==> src/rtl/uart_tx_arb.sv <==
// Two-requester arbiter in front of a UART transmitter: round-robin with an
// optional packet lock, one-cycle start pulse, and a start-to-busy watchdog.
module uart_tx_arb #(
    parameter int TMO = 4
) (
    input  logic       clk,
    input  logic       rst,
    input  logic       req0_valid,
    input  logic [7:0] req0_data,
    input  logic       req0_lock,
    output logic       req0_ready,
    input  logic       req1_valid,
    input  logic [7:0] req1_data,
    input  logic       req1_lock,
    output logic       req1_ready,
    output logic       tx_start,
    output logic [7:0] tx_data,
    input  logic       tx_busy,
    output logic [1:0] grant,
    output logic       err
);

    typedef enum logic [1:0] {IDLE, START, WAIT_BUSY, WAIT_DONE} state_t;

    localparam int CW = (TMO > 1) ? $clog2(TMO) : 1;
    localparam logic [CW-1:0] CNT_LAST = CW'(TMO - 1);

    state_t        state_q, state_d;
    logic [7:0]    tx_data_q, tx_data_d;
    logic [1:0]    grant_q, grant_d;
    logic          err_q, err_d;
    logic          lock_q, lock_d;
    logic          lock_own_q, lock_own_d;
    logic          last_q, last_d;
    logic [CW-1:0] cnt_q, cnt_d;
    logic          win;

    // A held lock pins the winner even when its owner is not valid, which
    // is what keeps the other requester out mid-packet.
    always_comb begin
        win = ~last_q;
        if (lock_q)
            win = lock_own_q;
        else if (req0_valid && !req1_valid)
            win = 1'b0;
        else if (req1_valid && !req0_valid)
            win = 1'b1;
    end

    assign req0_ready = rst && (state_q == IDLE) && !win && req0_valid;
    assign req1_ready = rst && (state_q == IDLE) &&  win && req1_valid;
    assign tx_start   = (state_q == START);
    assign tx_data    = tx_data_q;
    assign grant      = grant_q;
    assign err        = err_q;

    always_comb begin
        state_d    = state_q;
        tx_data_d  = tx_data_q;
        grant_d    = grant_q;
        err_d      = 1'b0;
        lock_d     = lock_q;
        lock_own_d = lock_own_q;
        last_d     = last_q;
        cnt_d      = cnt_q;
        case (state_q)
            IDLE: begin
                if (req0_ready || req1_ready) begin
                    tx_data_d  = win ? req1_data : req0_data;
                    grant_d    = win ? 2'b10 : 2'b01;
                    last_d     = win;
                    lock_d     = win ? req1_lock : req0_lock;
                    lock_own_d = win;
                    state_d    = START;
                end
            end
            START: begin
                cnt_d   = '0;
                state_d = WAIT_BUSY;
            end
            WAIT_BUSY: begin
                // Timeout drops the byte but leaves the lock untouched.
                if (tx_busy) begin
                    state_d = WAIT_DONE;
                end else if (cnt_q == CNT_LAST) begin
                    err_d   = 1'b1;
                    grant_d = 2'b00;
                    state_d = IDLE;
                end else begin
                    cnt_d = cnt_q + 1'b1;
                end
            end
            WAIT_DONE: begin
                if (!tx_busy) begin
                    grant_d = 2'b00;
                    state_d = IDLE;
                end
            end
            default: state_d = IDLE;
        endcase
    end

    always_ff @(posedge clk) begin
        if (!rst) begin
            state_q    <= IDLE;
            tx_data_q  <= 8'h00;
            grant_q    <= 2'b00;
            err_q      <= 1'b0;
            lock_q     <= 1'b0;
            lock_own_q <= 1'b0;
            last_q     <= 1'b0;
            cnt_q      <= '0;
        end else begin
            state_q    <= state_d;
            tx_data_q  <= tx_data_d;
            grant_q    <= grant_d;
            err_q      <= err_d;
            lock_q     <= lock_d;
            lock_own_q <= lock_own_d;
            last_q     <= last_d;
            cnt_q      <= cnt_d;
        end
    end

endmodule

==> config.mk <==
export PLATFORM = sky130hd
export DESIGN_NAME = uart_tx_arb
export DESIGN_NICKNAME = d
export VERILOG_FILES = /design/src/rtl/uart_tx_arb.sv
export SDC_FILE = /design/constraint.sdc
export NUM_CORES = 1
export LEC_CHECK = 0
export CAP_MARGIN = 30
export CORE_UTILIZATION = 47
export DETAILED_ROUTE_END_ITERATION = 10
export PLACE_DENSITY = 0.84
export SYNTH_ARGS = -nofsm -noshare
export SYNTH_HDL_FRONTEND = slang
export SYNTH_SLANG_ARGS = --single-unit
export TNS_END_PERCENT = 5
==> constraint.sdc <==
create_clock -name clk -period 2.5 [get_ports clk]
set_input_delay 0.5 -clock clk [delete_from_list [all_inputs] [get_ports clk]]
set_output_delay 0.5 -clock clk [all_outputs]
set_load 0.02 [all_outputs]
* After elaboration in Yosys (flattened, before gate mapping)
Cells that the tools add are included.
Cells by class: add/subtract/negate cells 1, reductions and logical operators 19, multiplexer cells 18, eq/ne operators 10, bitwise operators 3
Operator list (number):
- 2-bit two-way mux | 9
- 8-bit two-way mux | 1
- 2-bit != test (second input constant) | 4
- 2-bit one-hot mux with 4 select lines | 1
- 1-bit logical AND | 7
- 2-bit == test (second input constant) | 3
- 2-bit one-hot mux with 3 select lines | 1
- 3-bit AND reduction | 2
- 1-bit two-way mux | 5
- 5-bit AND reduction | 1
- 2-bit one-hot mux with 2 select lines | 1
- 1-bit zero test | 3
- 3-bit != test (second input constant) | 1
- 1-bit NOT | 3
- 3-bit nonzero test | 1
- 3-bit OR reduction | 1
- 2-bit by 1-bit adder with 2-bit output (second input constant) | 1
- 2-bit by 1-bit == test with 1-bit output (second input constant) | 1
- 2-bit zero test | 1
- 2-bit by 1-bit != test with 1-bit output (second input constant) | 1
- 2-bit AND reduction | 1
- 2-bit nonzero test | 1
- 1-bit logical OR | 1
Word-level totals: register bits after elaboration 17, word-level logic and storage cells 58, output and inout port bits 14, bits of input ports 23

* Longest topological paths before layout
word-level depth 11, depth in mapped cells 7

* Worst setup path after synthesis
OpenSTA, ideal clock, no wires.
path kind in2out, from in req0_valid, to out req1_ready, arrival 1243 ps, path slack 757 ps, data required time 2000 ps, cell stages on the path 4, path buffers 0, path through nor2b_1 > o31a_1 > nand2_1 > and4_1
Between the ends: cells in the longest elaborated chain, start to end 7, elaborated cells on any way between the ends 8
Ends and longest elaborated chain:
- from (decl) | RTL line 8 | input logic req0_valid,
- 1-bit zero test | RTL line 46 | else if (req1_valid && !req0_valid)
- 1-bit logical AND | RTL line 46
- 1-bit two-way mux | RTL line 46
- 1-bit two-way mux * | RTL line 44 | else if (req0_valid && !req1_valid)
- 1-bit two-way mux * | RTL line 42 | if (lock_q)
- 1-bit logical AND * (2 in a row) | RTL line 51 | assign req1_ready = rst && (state_q == IDLE) && win && req1_valid;
- to (decl) | RTL line 15 | output logic req1_ready,
Mark *: on every way between the ends. The rest lies on a longest branch, timed or not.

* Worst setup path in the final report
Ends and elaborated chain as after synthesis.

==> run_results.csv <==
group,metric,value,unit
global_routing,grtUsageTotal,0.224,
setup_path,endpoint_kind,"output port",
setup_path,cp_max_fo,3,
global_routing,grt_pass1_wl,4.17,mm
setup_path,critical_path_class,"input port to output port",
setup_path,critPathLaunchType,"input port",
logic_synthesis,ys_top_cells_by_area,"dfxtp_1, o21ai_0, ha_1, a31oi_1, nand3_1",
logic_synthesis,syn_area,1010,um2
timing,layout_worst_path_cycle_share,0.965,
routing,finalWirelength,2.46,mm
setup_path,required,2000,ps
timing,rsz0062_at_grt,"false",
floorplan,start_util,0.509,
timing,final-setup-viol-count,0,
global_routing,grt_antenna_before_repair,0,
logic_synthesis,synthesis.nets,145,
clock_network,clockRootBuffer,"clkbuf_4",
final_layout,num_antenna_cells,0,
timing,slew_headroom,0.682,
clock_network,clk_latency,290,ps
flow_run,drv_cap,0,
clock_network,hold_buffers,0,
final_layout,drive_gt1_frac,0.102,
power,peakVddDrop,0.549,mV
clock_network,cts_tree,"done",
global_routing,grt_max_degree,22,
logic_synthesis,ys_types,34,
routing,vias,1019,
worst_hold_path,hp-class,"flop to flop",
timing,skew,4.31,ps
routing,drc_errors,0,
placed_design,dp.cells,180,
clock_network,cts.clk_slew.worst_paths,90,ps
power,p_per_area,847,nW/um2
clock_network,cts.sinks,17,
logic_synthesis,yosys.area.top_type_share,0.337,
placed_design,dp_hpwl,1.81,mm
logic_synthesis,synth_largest_area_cell,"dfxtp_1",
routing,drtPass1Iterations,4,
timing,clock.fmax,0.414,GHz
floorplan,rows,16,
timing,fin_tns_setup,0,ps
floorplan,core_area,1980,um2
global_routing,overflow,0,
timing,tightest_slew,476,ps
clock_network,ctsLongestPathBuffers,2,
final_layout,fin_nets,187,
worst_hold_path,holdPathStages,2,
routing,antenna_left,0,
logic_synthesis,avgSynthCellArea,8.69,um2
floorplan,io_pins,37,
final_layout,area_growth,43.3,%
clock_network,htreeDepth,1,
timing,holdWs,480,ps
placed_design,gp_congestion,0.694,
timing,min_period,2410,ps
setup_path,arrival,1910,ps
floorplan,die_w,48.3,um
global_routing,first_global_vias,1003,
logic_synthesis,ys_warn_count,0,
logic_synthesis,synth_cells,116,
routing,drtIter0Drc,15,
routing,wire_per_inst,13.4,um
final_layout,fillers,150,
floorplan,die_h,48.3,um
setup_path,rr_worst_depth,6,
clock_network,cts_buffers,3,
final_layout,final_cells,184,
run_status,status,"finished clean",
routing,vias_per_cell,5.54,
timing,drv_slew,0,
timing,hold_viol,0,
placed_design,numPortBuffers,36,
logic_synthesis,seq_area_frac_synth,0.337,
logic_synthesis,postSynthRegisterBits,17,
power,p_leak,0.574,nW
floorplan,die_area,2330,um2
-- sequential cells by signal (all words and copies together) (netlist names) --
signal	cells
tx_data	8
cnt_q	2
grant	2
state_q	2
err	1
last_q	1
lock_q	1
-- layer usage --
layer	global-route usage	wire length, um	vias up
met5	0	0	-
met3	0.0440	166	2
met2	0.415	1200	40
met4	0.0588	14	0
met1	0.260	1080	460
li1	-	-	517
-- cells in the mapped netlist (all sizes together) --
cell type  count
buf            4
and3           1
nor2           3
clkbuf         3
a211oi         2
o31ai          1
a41o           1
o21a           2
o211a          2
nand4          1
o31a           2
and4           1
or3b           1
a22oi          1
and2           1
a31oi         10
mux2i          3
nand2          6
dfxtp         17
nor2b          4
o221ai         1
ha             6
nand3         11
mux2           1
a21oi          2
nor3b          2
inv            5
o21ai         21
nand3b         1
-- power breakdown --
| group | switching [mW] | internal [mW] |
|---|---|---|
| clock network | 0.0852 | 0.0620 |
| logic | 0.356 | 0.319 |
| registers | 0.0605 | 0.341 |
-- final timing paths --
| kind | from | endpoint | slack (ps) |
|---|---|---|---|
| worst max-delay path | req0_valid | req1_ready | 90 |
| worst min-delay path | grant[1] | grant[1] | 480 |
| worst max register to register | state_q[1] | state_q[1] | 700 |
| worst min register to register | grant[1] | grant[1] | 480 |
-- metrics by stage --
stage	setup WS [ps]	area, um2	utilization	power, mW
2_1_floorplan	757	1010	-	0.846
6_report	87.4	1450	0.729	1.22
3_5_place_dp	-217	1420	0.717	1.08
5_1_grt	17.9	1450	0.729	1.31
3_3_place_gp	-167	1420	0.717	1.06
4_1_cts	59.6	1440	0.729	1.23
-- worst max-delay path, cell delays in order --
cell,delay [ps]
clkdlybuf4s50_1,430
nor2b_1,160
o31a_1,250
nand2_1,80
and4_1,190
clkdlybuf4s15_1,300
-- cell type report --
class                      count  area (um2)  share of cell area
sequential                    17         340               0.235
tap                           27        33.8              0.0234
clock buffer                   4        26.3              0.0182
inverter                       5        18.8              0.0130
timing repair buffer          44         419               0.290
multi-input combinational     87         607               0.420
-- logic make-up (layout without fill, tap and decap cells) --
| group | count (synthesis) | count (layout) | synth area share |
|---|---|---|---|
| fa+ha+maj | 6 | 6 | 0.0744 |
| mux | 4 | 4 | 0.0447 |
| simple gates | 32 | 32 | 0.171 |
| flops | 17 | 17 | 0.337 |
| compound gates | 45 | 45 | 0.311 |
| buf+inv | 12 | 53 | 0.0608 |
-- cells in the final DEF (no fill, tap or decap), types with 2 or more instances in the layout --
master,netlist,final
ha_1,6,6
buf_4,0,8
dfxtp_1,17,17
nand3_1,11,11
clkdlybuf4s50_1,0,34
nor3b_1,2,2
o211a_1,2,2
nand2_1,6,6
nor2b_1,4,4
o31a_1,2,2
a31oi_1,10,10
a21oi_1,2,2
o21ai_0,20,20
nor2_1,3,3
inv_1,5,5
mux2i_1,3,3
clkbuf_4,0,3
-- timing repair --
| action | 4_1_cts | 5_1_grt |
|---|---|---|
| cloned | 0 | 0 |
| buffers inserted | 0 | 0 |
| gates resized for setup | 2 | 1 |
| endpoints found under the setup margin | 2 | 1 |
No activity file was read; power rests on OpenSTA's default activity.
